File: config.mk
export PLATFORM = sky130hd
export DESIGN_NAME = motoro3_pwm_monitor
export DESIGN_NICKNAME = d
export VERILOG_FILES = /design/src/rtl/motoro3_pwm_monitor_pkg.sv /design/src/rtl/motoro3_pwm_monitor_sat_counter.sv /design/src/rtl/motoro3_pwm_monitor.sv
export SDC_FILE = /design/constraint.sdc
export NUM_CORES = 1
export LEC_CHECK = 0
export ABC_AREA = 1
export CAP_MARGIN = 20
export CORE_UTILIZATION = 53
export CTS_BUF_LIST = sky130_fd_sc_hd__clkbuf_4
export CTS_CLUSTER_DIAMETER = 80
export DETAILED_ROUTE_END_ITERATION = 10
export GPL_ROUTABILITY_DRIVEN = 0
export PLACE_DENSITY_LB_ADDON = 0.08
export SYNTH_ARGS = -nofsm -noshare
export SYNTH_HDL_FRONTEND = slang
export SYNTH_SLANG_ARGS = --single-unit
File: constraint.sdc
create_clock -name clk -period 4.45 [get_ports clk]
set_input_delay 0.445 -clock clk [delete_from_list [all_inputs] [get_ports clk]]
set_output_delay 0.445 -clock clk [all_outputs]
set_load 0.01 [all_outputs]
File: src/rtl/motoro3_pwm_monitor_pkg.sv
// motoro3_pkg: constants and FSM state shared by the motor PWM generator and monitor
package motoro3_pkg;
   localparam int CW_DEF  = 16;
   localparam int PCW_DEF = 8;
   typedef enum logic [1:0] {IDLE, LOW, HIGH} pwmState_e;
endpackage

File: src/rtl/motoro3_pwm_monitor_sat_counter.sv
// motoro3_sat_counter: CW-bit up counter that holds at all-ones, with clear and load-1
module motoro3_sat_counter
   import motoro3_pkg::*;
#(
   parameter int CW = CW_DEF
) (
   input  logic          clk,
   input  logic          rst,
   input  logic          clr,
   input  logic          ld1,
   input  logic          inc,
   output logic [CW-1:0] cnt
);
   always_ff @(posedge clk or posedge rst)
      if (rst) cnt <= '0;
      else if (clr) cnt <= '0;
      else if (ld1) cnt <= CW'(1);
      else if (inc && (cnt != '1)) cnt <= cnt + CW'(1);
endmodule

File: src/rtl/motoro3_pwm_monitor.sv
// motoro3_pwm_monitor: measures PWM pulse width/gap, per-window totals and short/stuck faults
module motoro3_pwm_monitor
   import motoro3_pkg::*;
#(
   parameter int CW  = CW_DEF,
   parameter int PCW = PCW_DEF
) (
   input  logic           clk,
   input  logic           rst,
   input  logic           pwm,
   input  logic           winLast,
   input  logic [11:0]    m3r_pwmMinMask,
   input  logic [CW-1:0]  m3r_stuckMax,
   output logic [CW-1:0]  pulseLen,
   output logic [CW-1:0]  pulseGap,
   output logic           pulseValid,
   output logic           shortPulse,
   output logic [CW-1:0]  winHighSum,
   output logic [PCW-1:0] winPulseCnt,
   output logic           winValid,
   output logic           stuckHigh,
   output logic           stuckLow,
   output logic           errSticky
);
   pwmState_e state, stateNext;
   logic pwmQ, pwmQd, qLive, armed;
   logic rep, enterLow, enterHigh, hiInc, gapInc, shortNext;
   logic [CW-1:0] hiCnt, gapCnt, gapHold, acc, levelCnt, accSum;
   logic [PCW-1:0] winCnt, cntSum;

   always_ff @(posedge clk or posedge rst)
      if (rst) state <= IDLE;
      else state <= stateNext;

   // the first pwmQ after reset is the reset value, not a sample, so IDLE ignores it
   always_comb stateNext = (state == IDLE) ? ((qLive && !pwmQ) ? LOW : IDLE) : (pwmQ ? HIGH : LOW);

   always_comb begin
      rep       = (state == HIGH) && !pwmQ;
      enterHigh = (state == LOW) && pwmQ;
      enterLow  = (state != LOW) && (stateNext == LOW);
      hiInc     = (state == HIGH) && pwmQ;
      gapInc    = (state == LOW) && !pwmQ;
   end

   motoro3_sat_counter #(.CW(CW)) uHiCnt (.clk(clk), .rst(rst), .clr(1'b0), .ld1(enterHigh), .inc(hiInc), .cnt(hiCnt));
   motoro3_sat_counter #(.CW(CW)) uGapCnt (.clk(clk), .rst(rst), .clr(1'b0), .ld1(enterLow), .inc(gapInc), .cnt(gapCnt));
   motoro3_sat_counter #(.CW(CW)) uAcc (.clk(clk), .rst(rst), .clr(winLast), .ld1(1'b0), .inc(pwmQ), .cnt(acc));
   motoro3_sat_counter #(.CW(CW)) uLevelCnt (.clk(clk), .rst(rst), .clr(1'b0), .ld1(pwmQ != pwmQd), .inc(1'b1), .cnt(levelCnt));

   // pwmQd is the level of the run levelCnt is counting, so the stuck flags decode registers only
   always_comb begin
      accSum    = acc + CW'(pwmQ && (acc != '1));
      cntSum    = winCnt + PCW'(rep && (winCnt != '1));
      shortNext = rep && armed && (m3r_pwmMinMask != '0) && (hiCnt < CW'(m3r_pwmMinMask));
      stuckHigh = (m3r_stuckMax != '0) && pwmQd && (levelCnt >= m3r_stuckMax);
      stuckLow  = (m3r_stuckMax != '0) && !pwmQd && (levelCnt >= m3r_stuckMax);
   end

   always_ff @(posedge clk or posedge rst)
      if (rst) begin
         pwmQ        <= 1'b0;
         pwmQd       <= 1'b0;
         qLive       <= 1'b0;
         armed       <= 1'b0;
         gapHold     <= '0;
         pulseLen    <= '0;
         pulseGap    <= '0;
         pulseValid  <= 1'b0;
         shortPulse  <= 1'b0;
         winCnt      <= '0;
         winHighSum  <= '0;
         winPulseCnt <= '0;
         winValid    <= 1'b0;
         errSticky   <= 1'b0;
      end else begin
         pwmQ  <= pwm;
         pwmQd <= pwmQ;
         qLive <= 1'b1;
         if (enterHigh) gapHold <= gapCnt;
         if (rep) begin
            pulseLen <= hiCnt;
            pulseGap <= gapHold;
            armed    <= 1'b1;
         end
         pulseValid <= rep && armed;
         shortPulse <= shortNext;
         winCnt     <= winLast ? '0 : cntSum;
         if (winLast) begin
            winHighSum  <= accSum;
            winPulseCnt <= cntSum;
         end
         winValid  <= winLast;
         errSticky <= errSticky || shortNext || stuckHigh || stuckLow;
      end
endmodule

==> out/metrics.yaml <==
logic_synthesis:
  synth_xor_area_frac: 0.0392
  synthCells: 1051
  netlist_top_cells_area: "dfrtp_1 45%, nand2_1 12%, inv_1 5.2%"
  synth_top_area_frac: 0.453
  ys_types: 46
  synth_flop_cell: "dfrtp_1"
  synthMuxAreaShare: 0
  synthArstFlopShare: 1.00
  synth_area_um2: 8500
  synth-simple-area-share: 0.280
  synthesis.nets: 1118
  synth_adder_area_share: 0.0515
  ys_ff_latch: 154
  synth.yosys.seq_area_share: 0.453
  synth_top_family_by_area: "simple AND/OR/NAND/NOR gates"
  synth-edff-count: 0
  avgSynthCellArea_um2: 8.09
  synth_top_area_cell: "dfrtp_1"
  synth_compound_area_frac: 0.0978
  synth_warnings: 0
sta:
  max_slew_margin: 0.479
  period_minus_slack_ns: 3.07
  setup_viol: 0
  setup_ws_ns: 1.38
  fin_worst_skew_ns: 0.0156
  fmax_mhz: 325
  tns_ns: 0
  hold_slack_ns: 0.316
  tightest_slew_ns: 0.778
  post-route-period-util: 0.691
  rsz0062_at_grt: "no"
  slew_viol_final: 0
  hold_violations: 0
finish:
  layout_commonest_cell: "nand2_1"
  nets: 1209
  nFillCells: 1417
  stdcell_area_um2: 9880
  area_delta_synth_final_pct: 16.3
  final_cell_mix: "267 x nand2_1, 154 x dfrtp_1, 117 x inv_1"
  layout-drive-gt1-share: 0.0918
drt:
  wl_per_cell_um: 13.0
  drt-total-wl_mm: 17.7
  vias_per_cell: 5.12
  vias: 7005
  dr.pass1.iters: 5
  first_iter_violations: 407
  drc: 0
  final_antenna_net_count: 0
power:
  power.density_nw_per_um2: 271
  ir_drop_mv: 0.250
  p_leak_nw: 4.60
worst_setup_path:
  startpoint: "uLevelCnt.cnt[3]"
  reg2reg_from: "uAcc.cnt[0]"
  worstSetupPathType: "reg -> out"
  start_kind: "register"
  critPathCaptureType: "primary output"
  crit_chain: "ha_1 > nand2_1 > inv_1 > nand3_1 > nor3_1 > nand2_1 > nand3_1 > nand3b_1 > inv_1 > clkdlybuf4s50_1"
  critical_path_arrival_ns: 2.63
  slowest_stage: "clkdlybuf4s50_1"
  max_stage_delay_ns: 0.52
  cp_max_fo: 7
  required_ns: 4.01
clock_network:
  cts_resized: 0
  h-tree-depth: 4
  clk_path_buf_depth: 2
  clock_latency_ns: 0.55
  cts_sinks: 154
  cts_hold_buffers: 0
  path_clk_slew_ns: 0.13
  post_cts_buffers: 0
  cts_tree: "built"
  root_buffer: "clkbuf_4"
  cts_made_buffers: 17
placed_design:
  dpl.hpwl_mm: 13.0
  io_buffers: 93
  placed_area_um2: 9610
  dp_slack_ns: 1.46
grt:
  grt_antenna_before_repair: 1
  grt-ovfl-total: 0
  grt_max_degree: 65
  grt_pass1_wl_mm: 30.2
  grt.total_usage: 0.230
  grt_pass1_vias: 6403
floorplanning:
  rows: 45
  die_w_um: 129
  ios: 94
  core_area_um2: 15400
  die_h_um: 129
  start_util: 0.551
  dieArea_um2: 16500
run:
  maxCapViolations: 0
outcome:
  status: "complete, no violations"
worst_hold_path:
  hold_class: "in -> async"
stage by stage:
stage / total power, mW / cells / util
2_1_floorplan: 1.73 / 1051 / -
4_1_cts: 2.72 / 1366 / 0.640
3_3_place_gp: 1.85 / 1333 / 0.621
6_report: 2.68 / 1367 / 0.641
3_5_place_dp: 1.87 / 1334 / 0.623
5_1_grt: 2.82 / 1367 / 0.641
worst paths after layout:
| check | endpoint | slack (ns) | cells after the start |
|---|---|---|---|
| max | stuckLow | 1.38 | 10 |
| min | uAcc.cnt[12] | 0.32 | 2 |
| max reg2reg | winHighSum[8] | 1.82 | 15 |
| min reg2reg | armed | 0.48 | 1 |
| max in group asynchronous | uAcc.cnt[10] | 3.22 | 3 |
| min in group clk | pwmQ | 0.33 | 1 |
worst max-delay path, delay by kind of cell (launching register included):
kind | cells | cell delay [ns]
and+or+nand+nor | 6 | 0.65
buffers and inverters | 3 | 0.64
DFF | 1 | 0.48
adders and majority gates | 1 | 0.32
flip-flops by register name, indices dropped and copies added (netlist names), 2 cells and up:
signal,flops
uGapCnt.cnt,16
pulseGap,16
uLevelCnt.cnt,16
winHighSum,16
winCnt,8
uHiCnt.cnt,16
uAcc.cnt,16
gapHold,16
pulseLen,16
winPulseCnt,8
state,2
cells in the mapped netlist, types with 18 or more instances:
library cell and instances:
nand2_1 267, dfrtp_1 154, inv_1 118, nor2_1 88, nand3_1 73, o21ai_0 73
ha_1 35, xor2_1 32, nand4_1 26, o21ai_2 22, nor3_1 19, a21oi_1 18
layer usage:
layer	part of all wire	GRT usage	vias up
met1	0.50	0.324	3245
met2	0.46	0.367	136
met4	0.0089	0.0547	0
met5	0	0	-
li1	-	-	3602
met3	0.036	0.0474	22
power by group:
group          internal (mW)  leakage [nW]  switching (mW)  total, mW
Combinational          0.136          2.35           0.197      0.332
Clock                  0.378         0.149           0.468      0.846
Sequential              1.45          2.10          0.0490       1.50
cell families after synthesis:
kind of cell             after synthesis
adder cells (fa/ha/maj)               35
AO/OA/AOI/OAI                        142
other                                  1
flip-flops                           154
AND/OR/NAND/NOR                      526
XOR/XNOR                              38
buffers and inverters                155
final cells by class:
cell class | count | area [µm²] | area share
multi-input cells | 742 | 3990 | 0.404
flip-flops and latches | 154 | 3850 | 0.390
repair buffers | 99 | 1010 | 0.102
inverters | 128 | 494 | 0.0500
well taps | 211 | 264 | 0.0267
clock buffers | 18 | 135 | 0.0137
clock inverters | 14 | 135 | 0.0137
diodes | 1 | 2.50 | 0.000253
Note: power is estimated with default switching activity, not from simulation.
